## src/rtl/crack_pkg.sv

```systemverilog
// Shared types and constants for the ciphertext loader and its key-search handshake.
package crack_pkg;

  localparam int KEY_W    = 24;
  localparam int ADDR_W   = 8;
  localparam int LEN_ADDR = 0;

  typedef enum logic [2:0] {
    IDLE,
    LOAD,
    START,
    RUN,
    DONE
  } ld_state_t;

endpackage

```

## src/rtl/ct_loader_ld_counter.sv

```systemverilog
// Payload write pointer: loads 1 when the length byte is accepted, steps once per
// payload byte, and flags the final byte (wptr == L) so it never wraps past the length.
module ld_counter #(
  parameter int W = 8
) (
  input  logic         clk,
  input  logic         rst_n,
  input  logic         i_load,
  input  logic         i_inc,
  input  logic [W-1:0] i_len,
  output logic [W-1:0] o_wptr,
  output logic         o_last
);

  logic [W-1:0] r_wptr;
  logic [W-1:0] r_len;

  // NOTE: sequential state uses non-blocking (<=) so every register samples pre-edge values.
  always_ff @(posedge clk or negedge rst_n) begin
    if (!rst_n) begin
      r_wptr <= '0;
      r_len  <= '0;
    end else if (i_load) begin
      r_wptr <= W'(1);
      r_len  <= i_len;
    end else if (i_inc && !o_last) begin
      r_wptr <= r_wptr + W'(1);
    end
  end

  assign o_wptr = r_wptr;
  assign o_last = (r_wptr == r_len);

endmodule

```

## src/rtl/ct_loader.sv

```systemverilog
// Loads a length-prefixed ciphertext stream into memory, then hands the memory port
// to the crack engine, pulses its start and latches the reported key.
module ct_loader
  import crack_pkg::*;
#(
  parameter int ADDR_W = crack_pkg::ADDR_W,
  parameter int KEY_W  = crack_pkg::KEY_W
) (
  input  logic              clk,
  input  logic              rst_n,
  input  logic              in_valid,
  input  logic [7:0]        in_data,
  output logic              in_ready,
  output logic [ADDR_W-1:0] ct_addr,
  output logic [7:0]        ct_wrdata,
  output logic              ct_wren,
  input  logic [ADDR_W-1:0] crack_ct_addr,
  output logic              crack_en,
  input  logic              crack_rdy,
  input  logic [KEY_W-1:0]  crack_key,
  input  logic              crack_key_valid,
  output logic [KEY_W-1:0]  key_out,
  output logic              key_found,
  output logic              done
);

  ld_state_t         r_state;
  logic              r_seen_low;
  logic [KEY_W-1:0]  r_key;
  logic              r_key_found;
  logic              r_done;

  logic              w_loading;
  logic              w_accept;
  logic [ADDR_W-1:0] w_wptr;
  logic              w_last;

  assign w_loading = (r_state == IDLE) || (r_state == LOAD);
  assign w_accept  = in_valid && w_loading;

  ld_counter #(.W(ADDR_W)) u_ld_counter (
    .clk    (clk),
    .rst_n  (rst_n),
    .i_load ((r_state == IDLE) && w_accept),
    .i_inc  ((r_state == LOAD) && w_accept),
    .i_len  (ADDR_W'(in_data)),
    .o_wptr (w_wptr),
    .o_last (w_last)
  );

  always_ff @(posedge clk or negedge rst_n) begin
    if (!rst_n) begin
      r_state     <= IDLE;
      r_seen_low  <= 1'b0;
      r_key       <= '0;
      r_key_found <= 1'b0;
      r_done      <= 1'b0;
    end else begin
      case (r_state)
        IDLE:  if (w_accept) r_state <= (in_data == 8'd0) ? START : LOAD;
        LOAD:  if (w_accept && w_last) r_state <= START;
        START: if (crack_rdy) begin
          r_state    <= RUN;
          r_seen_low <= 1'b0;
        end
        // The search is finished only after crack_rdy drops and comes back up.
        RUN: begin
          if (!crack_rdy) begin
            r_seen_low <= 1'b1;
          end else if (r_seen_low) begin
            r_key       <= crack_key;
            r_key_found <= crack_key_valid;
            r_done      <= 1'b1;
            r_state     <= DONE;
          end
        end
        DONE:    r_state <= DONE;
        default: r_state <= IDLE;
      endcase
    end
  end

  assign in_ready  = w_loading;
  assign ct_wren   = w_accept;
  assign ct_wrdata = w_accept ? in_data : 8'd0;
  assign crack_en  = (r_state == START) && crack_rdy;

  always_comb begin
    ct_addr = crack_ct_addr;
    if (r_state == IDLE)      ct_addr = ADDR_W'(LEN_ADDR);
    else if (r_state == LOAD) ct_addr = w_wptr;
  end

  assign key_out   = r_key;
  assign key_found = r_key_found;
  assign done      = r_done;

endmodule

```

## config.mk

```make
export PLATFORM = sky130hd
export DESIGN_NAME = ct_loader
export DESIGN_NICKNAME = d
export VERILOG_FILES = /design/src/rtl/crack_pkg.sv /design/src/rtl/ct_loader_ld_counter.sv /design/src/rtl/ct_loader.sv
export SDC_FILE = /design/constraint.sdc
export NUM_CORES = 1
export LEC_CHECK = 0
export ABC_AREA = 0
export CORE_AREA = 3 3 92 94
export CTS_BUF_LIST = sky130_fd_sc_hd__clkbuf_16
export CTS_CLUSTER_DIAMETER = 100
export DETAILED_ROUTE_END_ITERATION = 7
export DIE_AREA = 0 0 95 97
export HOLD_SLACK_MARGIN = 0.06
export PLACE_DENSITY = 0.56
export RECOVER_POWER = 100
export SLEW_MARGIN = 40
export SYNTH_ARGS = -nofsm -noshare
export SYNTH_HDL_FRONTEND = slang
export SYNTH_SLANG_ARGS = --single-unit
```

## constraint.sdc

```tcl
create_clock -name clk -period 1.95 [get_ports clk]
set_input_delay 0.39 -clock clk [delete_from_list [all_inputs] [get_ports clk]]
set_output_delay 0.39 -clock clk [all_outputs]
set_load 0.01 [all_outputs]
```

Word level (Yosys, flattened, before mapping)
Index checks and enable logic that the tools add are counted.
W data, S select, Z words.
Cells by class
  $add $sub $neg: 1
  multiply operators: 0
  div/mod/pow operators: 0
  order comparisons: 0
  equality and inequality tests: 11
  shift-type cells: 0
  muxes and demuxes: 15
  bitwise gates (word level): 0
  reduce and logical (&&, ||, !) cells: 15
Operator list (count)
  $mux W8: 5
  $mux W3: 5
  $pmux W3 S5: 1
  $ne A2 B2 Y1 const B: 5
  $add A8 B1 Y8 const B: 1
  $eq A8 B8 Y1: 1
  $logic_not A8 Y1: 1
  $eq A3 B2 Y1 const B: 2
  $logic_and A1 B1 Y1: 6
  $reduce_and A3 Y1: 2
  $reduce_and A5 Y1: 1
  $reduce_bool A2 Y1: 2
  $eq A3 B1 Y1 const B: 1
  $eq A3 B3 Y1 const B: 1
  $logic_not A3 Y1: 1
  $mux W1: 2
  $mux W2: 1
  $ne A2 B1 Y1 const B: 1
  $pmux W1 S2: 1
  $logic_not A1 Y1: 1
  $logic_or A1 B1 Y1: 1
Word-level totals
  flip-flop bits (word level): 46
  latch bits: 0
  RAM bits: 0
  ROM bits: 0
  input bits: 45
  output and inout port bits: 45
  word-level logic and storage cells: 49
  memories: 0

Logic depth before layout (Yosys ltp)
Gate-level depths: netlist of the first run.
  depth after elaboration: 7
  depth in mapped cells: 6
  gate-level depth less buffers: 5

Modules after synthesis
Synthesis of the first run repeated with hierarchy kept, for this count alone.
Unflattened totals
  cell total of the unflattened synthesis: 203
  area total of the unflattened synthesis: 2383.5 um^2
Modules (own cells, without submodules)
  ct_loader: instances 1, cells an instance 126, area each 1516.5 um^2, sequential area each 750.7 um^2
  ld_counter: instances 1, cells an instance 77, area each 867.1 um^2, sequential area each 400.4 um^2

Worst setup path after synthesis of the first run
No wires, ideal clock.
  path kind: register -> output
  start point: register r_state[1]
  end point: output ct_wrdata[0]
  arrival: 1369 ps
  data required time: 1560 ps
  setup slack: 191 ps
  cell stages (with the launch flop): 5
  buffers on the path: 1
  cell sequence: dfrtp_1 > or3b_4 > inv_1 > clkbuf_1 > and2_1
On the way
  word-level cells in the longest chain between the ends: 4
  elaborated cells on any way between the ends: 5
  classes of those cells: 1 x eq/ne; 1 x mux; 3 x reduce/logical
RTL lines
  from (decl): line ct_loader.sv:27  | ld_state_t r_state;
  from (signal assigned): line ct_loader.sv:60  | IDLE: if (w_accept) r_state <= (in_data == 8'd0) ? START : LOAD;
  $eq A3 B1 Y1 / $logic_not A3 Y1 (equally long branches): line ct_loader.sv:38  | assign w_loading = (r_state == IDLE) || (r_state == LOAD);
  $logic_or A1 B1 Y1 (*): line ct_loader.sv:38
  $logic_and A1 B1 Y1 (*): line ct_loader.sv:39  | assign w_accept = in_valid && w_loading;
  via ct_wren: line ct_loader.sv:16  | output logic ct_wren,
  $mux W8 (*): line ct_loader.sv:85  | assign ct_wrdata = w_accept ? in_data : 8'd0;
  to (decl): line ct_loader.sv:15  | output logic [7:0] ct_wrdata,
The timed path passes the listed nets; every way through them passes the cells marked *.

Final worst setup path of the first run
  start point: register r_state[1]
  end point: output ct_wrdata[4]
On the way
  word-level cells in the longest chain between the ends: 4
  elaborated cells on any way between the ends: 5
  classes of those cells: 1 x eq/ne; 1 x mux; 3 x reduce/logical
RTL lines (line)
  $eq A3 B1 Y1 / $logic_not A3 Y1 (equally long branches): ct_loader.sv:38
  $logic_or A1 B1 Y1 (*): ct_loader.sv:38
  $logic_and A1 B1 Y1 (*): ct_loader.sv:39
  $mux W8 (*): ct_loader.sv:85
Mark *: on every way between the ends. The rest lies on a longest branch, timed or not.

==> run metrics, run 1 <==
final WL between 6000 and 7000 µm; Final Hold Viols 0; pin count of the biggest net entering global routing 21; Worst-Margin Slew around 1.1 ns; register area share after synthesis 49.8%; first-pass GRT wire length about 11000 µm; Critical path buffers and inverters 4; Pleak ~0.0016 µW; worst skew pair latency 0.28 ns; Power Internal 3780 µW; CP endpoint kind output pin; Final Skew a little over 0.004 ns; total die area roughly 9200 µm²; post-synth cell types 40; antenna viol nets, final 0; kind of critical path reg -> out; Place WS -0.587 ns; CTS Sinks 46; pins over their slew limit 0; status complete, but fails checks; Gate power share a little over half; main area contributors after synthesis dfrtp_1 50%, mux2_2 16%, nand2_1 4.6%; # nets final ~370; Clock Path Buffers 2; Mapped Area between 2000 and 2500 µm²; DRC violations left 0; Syn-to-layout area delta 60.3%; Psw between 2000 and 2500 µW; Reg2Reg Depth 5; Yosys reg bits 46; Antenna Cells 0; RSZ-0062 raised after global routing true; total number of yosys warnings 0; CTS tree built; Ports 90; Starting DRT DRC Count 119; initial cell density of the core 29.9%; Clock power frac between 10% and 20%; Root Driver clkbuf_16; Post-Layout Cell Count 430; CP delay by family, top simple AND/OR/NAND/NOR gates; switching share of power 35.6%; peak supply drop between 0.0005 and 0.0006 V; grt total ovfl 0; number of I/O port buffers between 80 and 90; Seq pwr share 30.9%; setup violators final 3; worst reg2reg path startpoint r_state[1]; fmax slightly below 500 MHz; layout cells sized above 1 a little under a third; R2R setup slack around 0.040 ns; total CTS buffers 5; worst path cell trace or3b_4, inv_4, buf_16, buf_12, and2_4, buf_6; CP Data Required Time 1.56 ns; gp weighted congestion around 0.80; die height about 97 µm; Placed Cells about 410; Worst Hold Class reg -> reg; cell count after synthesis around 210; vias in the first global route roughly 2100; cell taking the most area after synthesis dfrtp_1; vias post-DR 2009; Final Cycle Share 103%; Rel. slew slack around 29%; HP Start done; Hold Crit Depth 1; Vias per Instance around 4.7; Cell Area, Placed 3460 µm²; CP max FO 3; initial antenna violation count 0; P per Cell Area about 1600 nW/µm²; post-layout min period between 2 and 2.5 ns; Syn Nets 257; worst stage delay on the critical path between 0.4 and 0.5 ns; Arr. time, crit path about 1.6 ns; total track usage around 14%; hold path endpoint done; top cell type's share of synthesized area 49.8%; max-cap viol count 0; violated checks setup timing; Slowest-stage cell, CP or3b_4; DP Wirelength 4680 µm; core area 7730 µm²; Die W ~95 µm; Util after Layout 47.9%; CTS H-Tree Depth 2; Row Count 32; Layout fillers 750; setup ws final -0.0662 ns; drt pass-1 iters 4; R2R Path End u_ld_counter.r_len[3]; fin area ~3700 µm²; total negative slack -0.192 ns; average cell area after synthesis 10.9 µm²; critical path launch point type flip-flop; routed len/inst around 15 µm; clock slew at reported path FFs 0.06 ns
## cells in the mapped netlist, drive strengths merged
cell / number
a2111o: 2
a211o: 4
a211oi: 1
a21boi: 1
a21o: 1
a21oi: 9
a22o: 1
a31oi: 1
and2: 9
and2b: 1
and3: 1
and4: 2
buf: 5
clkbuf: 7
dfrtp: 46
ha: 1
inv: 7
mux2: 33
mux2i: 1
nand2: 28
nand3: 2
nand4: 4
nor2: 3
nor3: 3
nor4: 2
o2111ai: 1
o211ai: 6
o21ai: 13
o31ai: 2
o41ai: 1
or2: 2
or3: 2
or3b: 1
xnor2: 8
## per-stage QoR
step	total power (µW)	hold WS [ns]
2_1_floorplan	3380	0.0944
3_5_place_dp	4910	0.368
3_3_place_gp	4860	0.365
5_1_grt	6320	0.483
4_1_cts	6000	0.473
6_report	5870	0.465
## power groups by stage
stage	registers [µW]	clock network (µW)	logic, µW
CTS	1830	988	3190
floorplan	1850	0	1520
global route	1900	1020	3400
finish	1810	959	3100
global placement	1830	0	3030
detailed placement	1840	0	3070
## layout by cell type, fill, tap and decap left out, drive strengths merged, types with 9 or more instances in the layout
master,n
dfrtp,46
clkdlybuf4s50,42
buf,36
mux2,33
nand2,28
dlygate4sd3,27
clkbuf,18
o21ai,13
a21oi,9
and2,9
## cells by family (layout without fill, tap and decap cells)
| kind of cell | Yosys count | in the layout | share of synthesized area [%] |
|---|---|---|---|
| buf+inv | 19 | 136 | 4.17 |
| mux | 34 | 34 | 16.5 |
| xor+xnor | 8 | 8 | 3.03 |
| flops | 46 | 46 | 49.8 |
| compound gates | 43 | 43 | 12.5 |
| simple gates | 60 | 60 | 13.4 |
| fa+ha+maj | 1 | 1 | 0.542 |
## how the worst max path moves through the flow
stage | start | cells after the start | endpoint
finish | r_state[1] | 6 | ct_wrdata[4]
detailed placement | in_valid | 6 | ct_wrdata[6]
floorplan | r_state[1] | 4 | ct_wrdata[0]
global placement | in_valid | 6 | ct_wrdata[5]
CTS | r_state[2] | 6 | ct_wrdata[4]
global route | r_state[1] | 6 | ct_wrdata[4]
## what timing repair did
action,in CTS,in global routing
pin swaps,2,2
cloned,1,0
setup endpoints to repair,20,16
resized for setup,73,22
setup buffers,4,4
hold endpoints to repair,4,0
hold buffers,1,0
## state kept, by name, indices dropped and copies added, names as in the netlist
register	flops
key_out	24
r_seen_low	1
r_state	3
u_ld_counter.o_wptr	8
u_ld_counter.r_len	8
done	1
key_found	1
## final cells by class
cell class	instances	area, µm²	share of cell area, %
clock buffers	5	125	3.38
clock inverters	3	41.3	1.12
inverters	7	28.8	0.777
multi-input cells	146	1070	28.9
flip-flops and latches	46	1150	31.1
well taps	102	128	3.45
repair buffers	121	1160	31.2
## per-layer routing
layer / up-vias / share of wire [%] / track usage [%] / wire length [µm]
met3: 5 / 7.2 / 4.90 / 453
li1: 985 / - / - / -
met4: 0 / 1.1 / 3.66 / 71
met5: - / 0 / 0 / 0
met2: 66 / 47 / 22.7 / 2950
met1: 953 / 45 / 19.0 / 2820
Power figures use the tool's default switching activity.
==> run 2, diff against run 1 <==
--- a/config.mk
+++ b/config.mk
@@ -18,3 +18,4 @@
 export SYNTH_ARGS = -nofsm -noshare
 export SYNTH_HDL_FRONTEND = slang
 export SYNTH_SLANG_ARGS = --single-unit
+export TNS_END_PERCENT = 1
==> run metrics, run 2 (synthesis results as in run 1) <==
status complete, but fails checks; violated checks setup timing; pins over their slew limit 0; CTS H-Tree Depth 2; # nets final 365; Antenna Cells 0; RSZ-0062 raised after global routing true; Largest register FFs 24; core area slightly below 8000 µm²; Psw around 2000 µW; setup ws final -0.0201 ns; routed len/inst 14.7 µm; Worst Hold Class reg -> reg; antenna viol nets, final 0; critical path launch point type flip-flop; max-cap viol count 0; initial antenna violation count 0; peak supply drop around 0.00056 V; total CTS buffers 5; Arr. time, crit path ~1.6 ns; layout cells sized above 1 approximately 28%; number of I/O port buffers 89; Pleak between 0.0015 and 0.002 µW; post-layout min period between 1.5 and 2 ns; pin count of the biggest net entering global routing 21; total die area around 9000 µm²; Gate power share between 50% and 60%; final WL around 6200 µm; Root Driver clkbuf_16; Vias per Instance between 4 and 5; Clock Path Buffers 2; fmax around 500 MHz; Ports 90; clock slew at reported path FFs roughly 0.060 ns; most frequent cells in the layout 43 x dfrtp_1, 42 x clkdlybuf4s50_1, 33 x mux2_2; P per Cell Area 1580 nW/µm²; die height roughly 97 µm; Hold Slack about 0.47 ns; gp weighted congestion 0.801; most common cell after layout, fill and taps aside dfrtp_1; CTS tree built; DP Wirelength 4680 µm; Final Cycle Share 101%; vias post-DR 1974; Power Internal 3590 µW; Rel. slew slack between 20 and 30%; worst skew pair latency approximately 0.28 ns; drt pass-1 iters 4; switching share of power around 36%; Util after Layout roughly 46%; initial cell density of the core around 30%; Final Hold Viols 0; vias in the first global route around 2100; Worst-Margin Slew around 1.1 ns; total track usage approximately 14%; CP Data Required Time between 1.5 and 2 ns; DRC violations left 0; Die W roughly 95 µm; Seq pwr share about a third; kind of critical path reg -> out; CP max FO 9; CP endpoint kind output pin; Starting DRT DRC Count 143; Clock power frac 17.0%; first-pass GRT wire length about 10000 µm; number of setup buffers added after CTS 0; CTS Sinks between 40 and 50; Syn-to-layout area delta 54.5%; setup violators final 7; grt total ovfl 0; Overall Power about 5600 µW; Final Skew roughly 0.0037 ns; Row Count 32
[run 2: cell types whose count changed in the layout (fill, tap and decap cells not counted), sizes merged]
cell,before,now
dlygate4sd2,2,4
buf,36,29
clkbuf,18,14
or2,2,3
[run 2: layout make-up]
| cell class | instances | area, µm² |
|---|---|---|
| Multi-Input combinational cell | 147 | 1080 |
| Fill cell | 757 | 4160 |
| Tap cell | 102 | 128 |
| Timing Repair Buffer | 112 | 1020 |
| Clock buffer | 5 | 125 |
| Inverter | 7 | 26.3 |
| Sequential cell | 46 | 1150 |
| Clock inverter | 3 | 41.3 |
[run 2: stage by stage]
step	TNS, ns	instances	cell area, µm²	setup WS (ns)
after global routing	-0.592	422	3570	-0.0762
after detailed placement	-8.57	412	3460	-0.587
after CTS	-0.0803	421	3590	-0.0798
after floorplan	0	211	2310	0.191
after global placement	-8.19	412	3460	-0.557
final	-0.0418	422	3570	-0.0201
[run 2: per-layer routing]
layer | vias up | global-route usage [%] | share of wire, % | wire length, µm
li1 | 972 | - | - | -
met1 | 928 | 18.6 | 45 | 2810
met2 | 70 | 22.1 | 46 | 2870
met3 | 4 | 4.82 | 7.6 | 475
met4 | 0 | 3.66 | 0.82 | 51
met5 | - | 0 | 0 | 0
[run 2: worst max-delay path, stage by stage (launching register included)]
cell and delay, ns:
dfrtp_2 0.45, or3b_4 0.41, inv_2 0.08, buf_12 0.11, and2_1 0.13, buf_2 0.13
[run 2: final timing paths]
check / startpoint / endpoint / slack [ns] / cells after the start
hold / removal: done / done / 0.47 / 1
setup / recovery: r_state[1] / ct_wrdata[6] / -0.02 / 5
max in group asynchronous: rst_n / key_out[3] / 0.27 / 3
min in group asynchronous: rst_n / key_out[13] / 0.82 / 2
setup reg to reg: r_state[1] / u_ld_counter.o_wptr[2] / 0.11 / 7
hold reg to reg: done / done / 0.47 / 1
[run 2: power by group through the flow]
stage / Clock [µW] / Sequential (µW) / Combinational (µW)
CTS: 988 / 1830 / 2980
finish: 956 / 1840 / 2840
floorplan: 0 / 1850 / 1520
detailed placement: 0 / 1840 / 3070
global route: 1020 / 1920 / 3140
global placement: 0 / 1830 / 3030
[run 2: repair_timing]
action / 4_1_cts / 5_1_grt
hold buffers: 1 / 0
pin swaps: 0 / 1
endpoints found under the hold margin: 4 / 0
setup endpoints to repair: 20 / 16
resized for setup: 53 / 17
cloned: 0 / 1
==> run 3, diff against run 2 <==
--- a/config.mk
+++ b/config.mk
@@ -11,6 +11,7 @@
 export CTS_CLUSTER_DIAMETER = 100
 export DETAILED_ROUTE_END_ITERATION = 7
 export DIE_AREA = 0 0 95 97
+export GPL_ROUTABILITY_DRIVEN = 0
 export HOLD_SLACK_MARGIN = 0.06
 export PLACE_DENSITY = 0.56
 export RECOVER_POWER = 100
==> results of run 3 <==
The final DEF is identical to that of run 2; final timing and power are the same.
